$ cat src/rtl/psram_clk_pkg.sv
// Shared definitions for the PSRAM clocking path: bring-up sequencer state encoding
// and the power-up wait length derived from the clock frequency.
package psram_clk_pkg;

    typedef enum logic [2:0] {
        ST_WAIT_LOCK   = 3'd0,
        ST_LOCK_STABLE = 3'd1,
        ST_PWRUP_WAIT  = 3'd2,
        ST_CALIB       = 3'd3,
        ST_RUN         = 3'd4,
        ST_LOST        = 3'd5,
        ST_FAIL        = 3'd6
    } seq_state_e;

    function automatic int unsigned pwrup_cycles(input int unsigned clk_hz,
                                                 input int unsigned wait_us);
        return (clk_hz / 1_000_000) * wait_us;
    endfunction

    function automatic int unsigned max3(input int unsigned a,
                                         input int unsigned b,
                                         input int unsigned c);
        int unsigned m;
        m = (a > b) ? a : b;
        return (m > c) ? m : c;
    endfunction

endpackage

$ cat src/rtl/pll_lock_reset_seq_lock_sync.sv
// Flop chain bringing the asynchronous PLL lock flag into the clkout domain.
module lock_sync #(
    parameter int SYNC_STAGES = 2
) (
    input  logic clk,
    input  logic resetn,
    input  logic d_i,
    output logic q_o
);

    logic [SYNC_STAGES-1:0] sync_q;

    if (SYNC_STAGES < 2) begin : g_bad_stages
        $error("lock_sync: SYNC_STAGES must be at least 2");
    end

    always_ff @(posedge clk) begin
        if (!resetn) begin
            sync_q <= '0;
        end else begin
            sync_q <= {sync_q[SYNC_STAGES-2:0], d_i};
        end
    end

    assign q_o = sync_q[SYNC_STAGES-1];

endmodule

$ cat src/rtl/pll_lock_reset_seq.sv
// Turns PLL lock into an ordered bring-up: lock qualify, core reset release,
// PSRAM power-up wait, init pulse, calibration wait; reports lock loss and calibration timeout.
module pll_lock_reset_seq
    import psram_clk_pkg::*;
#(
    parameter int unsigned CLK_FREQ_HZ        = 81_000_000,
    parameter int unsigned PWRUP_US           = 150,
    parameter int unsigned LOCK_STABLE_CYCLES = 1024,
    parameter int unsigned CALIB_TIMEOUT      = 65536,
    parameter int          SYNC_STAGES        = 2
) (
    input  logic       clk,
    input  logic       resetn,
    input  logic       pll_lock,
    input  logic       calib_done,
    output logic       core_resetn,
    output logic       psram_init,
    output logic       ready,
    output logic       lock_lost,
    output logic       calib_err,
    output logic [2:0] state_o
);

    localparam int unsigned PWRUP_CYC = pwrup_cycles(CLK_FREQ_HZ, PWRUP_US);
    localparam int unsigned CNT_MAX   = max3(LOCK_STABLE_CYCLES, PWRUP_CYC, CALIB_TIMEOUT);
    localparam int          CNT_W     = $clog2(CNT_MAX) + 1;

    localparam logic [CNT_W-1:0] LOCK_LAST  = CNT_W'(LOCK_STABLE_CYCLES - 1);
    localparam logic [CNT_W-1:0] PWRUP_LAST = CNT_W'(PWRUP_CYC - 1);
    localparam logic [CNT_W-1:0] CALIB_LAST = CNT_W'(CALIB_TIMEOUT - 1);

    if (PWRUP_CYC == 0) begin : g_bad_pwrup
        $error("pll_lock_reset_seq: power-up wait evaluates to zero cycles");
    end

    logic             lock_s;
    seq_state_e       state_q, state_d;
    logic [CNT_W-1:0] cnt_q, cnt_d;
    logic             lost_evt, tmo_evt;
    logic             core_resetn_q, psram_init_q, ready_q, lock_lost_q, calib_err_q;

    lock_sync #(
        .SYNC_STAGES (SYNC_STAGES)
    ) u_lock_sync (
        .clk    (clk),
        .resetn (resetn),
        .d_i    (pll_lock),
        .q_o    (lock_s)
    );

    // Lock loss is tested before any terminal count or calib_done so it always wins.
    always_comb begin
        state_d  = state_q;
        cnt_d    = cnt_q;
        lost_evt = 1'b0;
        tmo_evt  = 1'b0;
        unique case (state_q)
            ST_WAIT_LOCK: begin
                cnt_d = '0;
                if (lock_s) state_d = ST_LOCK_STABLE;
            end
            ST_LOCK_STABLE: begin
                if (!lock_s) begin
                    state_d = ST_WAIT_LOCK;
                    cnt_d   = '0;
                end else if (cnt_q == LOCK_LAST) begin
                    state_d = ST_PWRUP_WAIT;
                    cnt_d   = '0;
                end else begin
                    cnt_d = cnt_q + CNT_W'(1);
                end
            end
            ST_PWRUP_WAIT: begin
                if (!lock_s) begin
                    state_d  = ST_LOST;
                    cnt_d    = '0;
                    lost_evt = 1'b1;
                end else if (cnt_q == PWRUP_LAST) begin
                    state_d = ST_CALIB;
                    cnt_d   = '0;
                end else begin
                    cnt_d = cnt_q + CNT_W'(1);
                end
            end
            ST_CALIB: begin
                if (!lock_s) begin
                    state_d  = ST_LOST;
                    cnt_d    = '0;
                    lost_evt = 1'b1;
                end else if (calib_done) begin
                    state_d = ST_RUN;
                    cnt_d   = '0;
                end else if (cnt_q == CALIB_LAST) begin
                    state_d = ST_FAIL;
                    cnt_d   = '0;
                    tmo_evt = 1'b1;
                end else begin
                    cnt_d = cnt_q + CNT_W'(1);
                end
            end
            ST_RUN: begin
                if (!lock_s) begin
                    state_d  = ST_LOST;
                    lost_evt = 1'b1;
                end
            end
            ST_LOST: begin
                state_d = ST_WAIT_LOCK;
                cnt_d   = '0;
            end
            ST_FAIL: begin
                if (!lock_s) lost_evt = 1'b1;
            end
            default: begin
                state_d = ST_WAIT_LOCK;
                cnt_d   = '0;
            end
        endcase
    end

    // Outputs are registered from the next state so they change on the same edge as the state.
    always_ff @(posedge clk) begin
        if (!resetn) begin
            state_q       <= ST_WAIT_LOCK;
            cnt_q         <= '0;
            core_resetn_q <= 1'b0;
            psram_init_q  <= 1'b0;
            ready_q       <= 1'b0;
            lock_lost_q   <= 1'b0;
            calib_err_q   <= 1'b0;
        end else begin
            state_q       <= state_d;
            cnt_q         <= cnt_d;
            core_resetn_q <= (state_d inside {ST_PWRUP_WAIT, ST_CALIB, ST_RUN});
            psram_init_q  <= (state_d == ST_CALIB) && (state_q != ST_CALIB);
            ready_q       <= (state_d == ST_RUN);
            lock_lost_q   <= lock_lost_q | lost_evt;
            calib_err_q   <= calib_err_q | tmo_evt;
        end
    end

    assign core_resetn = core_resetn_q;
    assign psram_init  = psram_init_q;
    assign ready       = ready_q;
    assign lock_lost   = lock_lost_q;
    assign calib_err   = calib_err_q;
    assign state_o     = state_q;

endmodule
$ cat config.mk
export PLATFORM = sky130hd
export DESIGN_NAME = pll_lock_reset_seq
export DESIGN_NICKNAME = d
export VERILOG_FILES = /design/src/rtl/psram_clk_pkg.sv /design/src/rtl/pll_lock_reset_seq_lock_sync.sv /design/src/rtl/pll_lock_reset_seq.sv
export SDC_FILE = /design/constraint.sdc
export NUM_CORES = 1
export LEC_CHECK = 0
export ABC_AREA = 0
export CELL_PAD_IN_SITES_DETAIL_PLACEMENT = 0
export CELL_PAD_IN_SITES_GLOBAL_PLACEMENT = 1
export CORE_ASPECT_RATIO = 0.9
export CORE_UTILIZATION = 43
export DETAILED_ROUTE_END_ITERATION = 8
export MAX_ROUTING_LAYER = met4
export PLACE_DENSITY = 0.82
export SYNTH_ARGS = -nofsm -noshare
export SYNTH_HDL_FRONTEND = slang
export SYNTH_HIERARCHICAL = 1
export SYNTH_SLANG_ARGS = --single-unit
$ cat constraint.sdc
create_clock -name clk -period 2.63 [get_ports clk]
set_input_delay 0.526 -clock clk [delete_from_list [all_inputs] [get_ports clk]]
set_output_delay 0.526 -clock clk [all_outputs]
set_load 0.05 [all_outputs]
==> run_results.csv, run 1 <==
group,metric,value,unit
yosys,ys_seq_area_share,38.0,%
grt,grt-ovfl-total,0,
grt,grt_pass1_vias,1088,
routing,num_vias,1247,
timing,rsz0062_at_grt,"false",
yosys,ys_top_cells_by_count,"dfxtp_1 (27), o21ai_1 (16), nor2_1 (12), a21o_1 (10), nor3b_1 (9)",
yosys,synthArstFlopShare,0,%
routing,highest_layer,"met4",
critical_path,ff2ff_path_depth,11,
pwr,leakage,0.669,nW
layout,fillers,300,
routing,wl_met2,1250,um
timing,slew_headroom,66.4,%
timing,drv_slew,0,
routing,wl,2940,um
cts,clk_latency,0.33,ns
yosys,synthTopCellsByArea,"dfxtp_1 (38%), o21ai_1 (5.6%), a21o_1 (5.3%)",
timing,tns,0,ns
grt,track_usage,18.3,%
critical_path,crit_arrival,2.77,ns
run_status,status,"finished, final reports clean",
timing,tightest_slew,0.503,ns
routing,first_pass_iters,4,
min_path,holdPathStages,1,
layout,final-seq-area,542,um^2
min_path,hold_path_class,"reg -> reg",
routing,antenna_left,0,
layout,drive_above_1_share,6.56,%
yosys,synth-seq-cells,27,
timing,fin_skew,0.0102,ns
timing,min_period,2.50,ns
placed_design,dp_hpwl,2160,um
yosys,ys_warn_count,6,
yosys,ys_types,39,
floorplan,die-area,0.00354,mm^2
placed_design,io_buffers,11,
critical_path,cp_max_fo,30,
yosys,netlist_area,0.00142,mm^2
yosys,synth.most_common_cell,"dfxtp_1",
floorplan,core_area,0.00309,mm^2
floorplan,die_width,62.6,um
critical_path,r2r_slack,0.13,ns
layout,syn_to_final_growth,13.9,%
floorplan,pin_count,12,
cts,cts_max_level,1,
critical_path,crit_required,2.90,ns
grt,antenna_found_initial,0,
floorplan,rows,19,
cts,root_buffer,"clkbuf_4",
routing,drcViolationCount,0,
cts,cts_buffer_depth,2,
cts,numCtsBuffers,3,
routing,wl_per_cell,13.1,um
cts,cts_tree,"yes",
grt,grt_pass1_wl,5000,um
pwr,irDropWorstVdd,0.264,mV
routing,vias_per_cell,5.54,
run,max-cap-violations,0,
routing,drt-met1-wl,1560,um
floorplan,start_util,46.0,%
yosys,synthCells,168,
layout,diodes,0,
timing,finalWorstSetupSlack,0.130,ns
critical_path,critPathKind,"reg -> reg",
cts,clock_sinks,27,
timing,clock.fmax,0.400,GHz
placed_design,place.gp.congestion,0.857,
floorplan,die_h,56.6,um
yosys,synth-main-ff-cell,"dfxtp_1",
cts,cts_hold_buffers,0,
yosys,synth_area_leader_cell,"dfxtp_1",
timing,fin_crit_sh,95.1,%
yosys,synth_area_per_cell,8.47,um^2
pwr,power,0.000615,W
placed_design,dp_slack,0.172,ns
routing,drtIter0Drc,60,
cts,path_clk_slew,0.15,ns
pwr,power_per_cell_area,380,mW/mm^2
yosys,syn-num-nets,176,
yosys,synth_edf_count,0,
timing,finalHoldViolCount,0,
routing,wl_met3,111,um
critical_path,endpoint_kind,"flop",
layout,nets,192,
critical_path,cp-start-kind,"flop",
grt,grt_max_degree,31,
yosys,synth_top_area_share,38.0,%
layout,multi_input_area,817,um^2
timing,setup_viol,0,
## critical path, stage by stage, from the launching register on
cell      delay [ns]
dfxtp_2         0.37
ha_1            0.24
nand3_1         0.16
nor2_1          0.09
and4_1          0.20
ha_1            0.23
nor4_1          0.31
buf_4           0.17
o31ai_4         0.06
buf_12          0.17
or3_1           0.34
o211ai_1        0.09
## state kept, by name, summed over array words and instances (netlist names)
name / flops
ready: 1
core_resetn: 1
u_lock_sync/sync_q: 2
cnt_q: 17
state_o: 3
calib_err: 1
lock_lost: 1
psram_init: 1
## layout by cell type (no fill, tap or decap), types with 2 or more instances in the layout
cell type,synthesis,layout
and3_1,8,8
nor2_1,12,12
dfxtp_1,27,26
clkdlybuf4s50_1,0,11
nand3_1,5,5
o21ai_1,16,16
nand2b_1,6,6
a21o_1,10,10
o211ai_1,2,2
nor4_1,5,5
nand4_1,3,3
or3_1,2,2
o2bb2ai_1,2,2
nor2b_1,3,3
inv_1,7,7
ha_1,4,4
buf_4,1,3
o21ai_0,2,2
nor3b_1,9,9
a31oi_1,3,3
and2_1,6,6
clkbuf_4,0,3
and4_1,2,2
nand2_1,8,8
a21oi_1,5,5
nor3_1,4,4
## routing by layer
metal	global-route usage, %	vias to the layer above
met5	-	-
met4	2.99	0
met3	4.27	2
met2	27.5	26
met1	25.4	577
li1	-	642
## final cells by class
type                    count  share of cell area (%)
multi-input cells         129                    50.4
repair buffers             15                    9.42
inverters                   8                    1.85
clock buffers               4                    1.62
well taps                  42                    3.24
flip-flops and latches     27                    33.4
## report_power, final
part           switching, W  total [W]  leakage [nW]  internal, W
clock              0.000125   0.000185        0.0150    0.0000596
sequential       0.00000229   0.000413         0.218     0.000411
combinational    0.00000890  0.0000173         0.436   0.00000844
## path summary, 6_finish.rpt
| check | to | start |
|---|---|---|
| worst max-delay path | cnt_q[14] | cnt_q[0] |
| worst min register to register | u_lock_sync/sync_q[1] | u_lock_sync/sync_q[0] |
| worst min-delay path | u_lock_sync/sync_q[1] | u_lock_sync/sync_q[0] |
| worst max register to register | cnt_q[14] | cnt_q[0] |
## repair_timing
action                     CTS  global route
hold endpoints to repair     0             0
resized for setup            0             1
setup endpoints to repair    0             5
setup buffers                0             0
## per-stage QoR
step / hold WS [ns] / cells / instance area (um^2) / util [%]
after floorplan: 0.412 / 168 / 1420 / -
after global placement: 0.415 / 221 / 1590 / 51.5
after detailed placement: 0.419 / 221 / 1590 / 51.5
after CTS: 0.452 / 225 / 1620 / 52.4
after global routing: 0.458 / 225 / 1620 / 52.4
final: 0.452 / 225 / 1620 / 52.4
## kinds of logic after synthesis
| logic type | count (synthesis) | synth area share, % |
|---|---|---|
| simple gates | 76 | 30.9 |
| compound gates | 49 | 23.0 |
| buf+inv | 12 | 4.57 |
| flops | 27 | 38.0 |
| fa+ha+maj | 4 | 3.52 |
Note: power is estimated with default switching activity, not from simulation.
==> run 2, diff against run 1 <==
Settings changed: CORE_UTILIZATION 43 to 25, PLACE_DENSITY 0.82 to 0.54.
==> run 2 against run 1 <==
Net effect:
- largest cell class unchanged
- die area is 69% higher
- wire length rose by 11%
- clock skew is 0.0083 ns lower
- core utilization shrank 21 points
- register-to-register slack better by 0.09 ns
- highest routed layer unchanged
- sequential cell count unchanged
- final area grew 3.5%
- worst setup slack improved by 0.086 ns
- global-route usage shrank 4.9 points
- clock power grew 25%
==> run_results.csv, run 2 (synthesis results as in run 1) <==
group,metric,value,unit
pwr,power_frac_comb,2.8,%
floorplan,die-area,0.00600,mm^2
cts,cts_hold_buffers,0,
min_path,hold_path_class,"reg -> reg",
routing,wl,3260,um
cts,post-cts-setup-buffers,0,
layout,syn_to_final_growth,17.9,%
layout,top_register,"cnt_q",
timing,drv_slew,0,
layout,diodes,0,
layout,nets,191,
placed_design,io_buffers,11,
floorplan,die_width,81.5,um
pwr,power,0.000663,W
routing,vias_per_cell,5.08,
pwr,switching_power,0.000136,W
routing,num_vias,1264,
routing,drcViolationCount,0,
grt,track_usage,13.4,%
timing,finalWorstSetupSlack,0.216,ns
grt,grt_pass1_wl,6050,um
pwr,p_int,0.000527,W
timing,whs,0.439,ns
cts,numCtsBuffers,3,
placed_design,place.gp.congestion,0.762,
timing,tightest_slew,0.500,ns
cts,clock_sinks,27,
cts,clk_latency,0.27,ns
critical_path,cp-start-kind,"flop",
critical_path,r2r_slack,0.22,ns
timing,setup_viol,0,
critical_path,crit_arrival,2.61,ns
grt,grt_pass1_vias,1299,
timing,clock.fmax,0.414,GHz
critical_path,endpoint_kind,"flop",
grt,grt_max_degree,31,
timing,rsz0062_at_grt,"false",
floorplan,pin_count,12,
placed_design,dp_hpwl,2450,um
floorplan,start_util,26.4,%
timing,min_period,2.41,ns
pwr,switching_share,20.5,%
timing,slew_headroom,66.5,%
cts,cts.repair.resized,0,
floorplan,rows,25,
routing,drtIter0Drc,44,
critical_path,worst_path_most_repeated_cell,"ha_1",
grt,grt-ovfl-total,0,
critical_path,crit_required,2.83,ns
floorplan,core_area,0.00538,mm^2
cts,cts_max_level,1,
timing,fin_crit_sh,91.8,%
layout,largest_reg_flops,17,
critical_path,cp_slowest_cell,"dfxtp_1",
run,max-cap-violations,0,
pwr,clkPwrFrac,35.0,%
timing,tns,0,ns
timing,fin_skew,0.00189,ns
critical_path,critPathKind,"reg -> reg",
pwr,irDropWorstVdd,0.158,mV
critical_path,cp_cell_sequence,"ha_1 -> nand3_1 -> nor2_1 -> and4_1 -> ha_1 -> nor4_4 -> o31ai_4 -> buf_12 -> or3_1 -> o211ai_1",
routing,wl_per_cell,13.1,um
cts,cts_tree,"yes",
placed_design,dp_slack,0.104,ns
pwr,power_per_cell_area,396,mW/mm^2
floorplan,die_h,73.6,um
critical_path,slowest_delay,0.35,ns
critical_path,cp_max_fo,30,
routing,first_pass_iters,4,
pwr,seqPwrFrac,62.2,%
run_status,status,"finished, final reports clean",
cts,root_buffer,"clkbuf_8",
cts,cts_buffer_depth,2,
cts,path_clk_slew,0.09,ns
pwr,leakage,0.671,nW
layout,drive_above_1_share,6.04,%
timing,finalHoldViolCount,0,
grt,antenna_found_initial,0,
routing,antenna_left,0,
layout,final_common_cell,"dfxtp_1",
layout,final_cell_mix,"dfxtp_1 (27), o21ai_1 (16), nor2_1 (12), clkdlybuf4s50_1 (11), a21o_1 (10)",
run 2: cell types whose count changed in the layout (fill, tap and decap cells not counted):
cell      delta
nor4_4       +1
clkbuf_4     -3
nor4_1       -1
clkbuf_8     +3
dfxtp_1      +1
dfxtp_2      -1
buf_4        -1
run 2: final cells by class:
type / count / area [um^2]
inverters: 8 / 30.0
repair buffers: 14 / 145
flip-flops and latches: 27 / 541
multi-input cells: 129 / 832
well taps: 67 / 83.8
clock buffers: 4 / 45.0
fillers: 569 / 3700
run 2: path summary, 6_finish.rpt:
kind | endpoint | depth (start not counted) | start
hold / removal | u_lock_sync/sync_q[1] | 1 | u_lock_sync/sync_q[0]
setup reg to reg | cnt_q[11] | 10 | cnt_q[0]
setup / recovery | cnt_q[11] | 10 | cnt_q[0]
hold reg to reg | u_lock_sync/sync_q[1] | 1 | u_lock_sync/sync_q[0]
run 2: metrics by stage:
stage	area [um^2]	cells	util (%)
2_1_floorplan	1420	168	-
3_3_place_gp	1620	245	30.0
3_5_place_dp	1620	245	30.0
4_1_cts	1660	249	30.9
5_1_grt	1680	249	31.2
6_report	1680	249	31.2
run 2: per-layer routing:
| metal | global-route usage (%) | vias to the layer above | part of all wire, % |
|---|---|---|---|
| met2 | 21.6 | 27 | 46 |
| li1 | - | 647 | - |
| met5 | - | - | 0 |
| met1 | 16.7 | 588 | 50 |
| met3 | 1.86 | 2 | 3.5 |
| met4 | 5.56 | 0 | 0.89 |
run 2: worst max-delay path: cells and delay by family, from the launching register on:
family          cells  cell delay (ns)
flops               1             0.35
buf+inv             1             0.18
fa+ha+maj           2             0.49
simple gates        5             1.14
compound gates      2             0.19
run 2: power by group through the flow:
stage / clock network [W] / logic, W / registers, W
6_report: 0.000232 / 0.0000183 / 0.000413
5_1_grt: 0.000270 / 0.0000201 / 0.000413
4_1_cts: 0.000244 / 0.0000176 / 0.000413
3_5_place_dp: 0 / 0.0000174 / 0.000422
3_3_place_gp: 0 / 0.0000173 / 0.000422
2_1_floorplan: 0 / 0.00000599 / 0.000423
==> run 3, diff against run 2 <==
Settings changed: SKIP_CTS_REPAIR_TIMING set to 1.
==> results of run 3 <==
Final layout, timing and power as in run 2 (identical DEF).
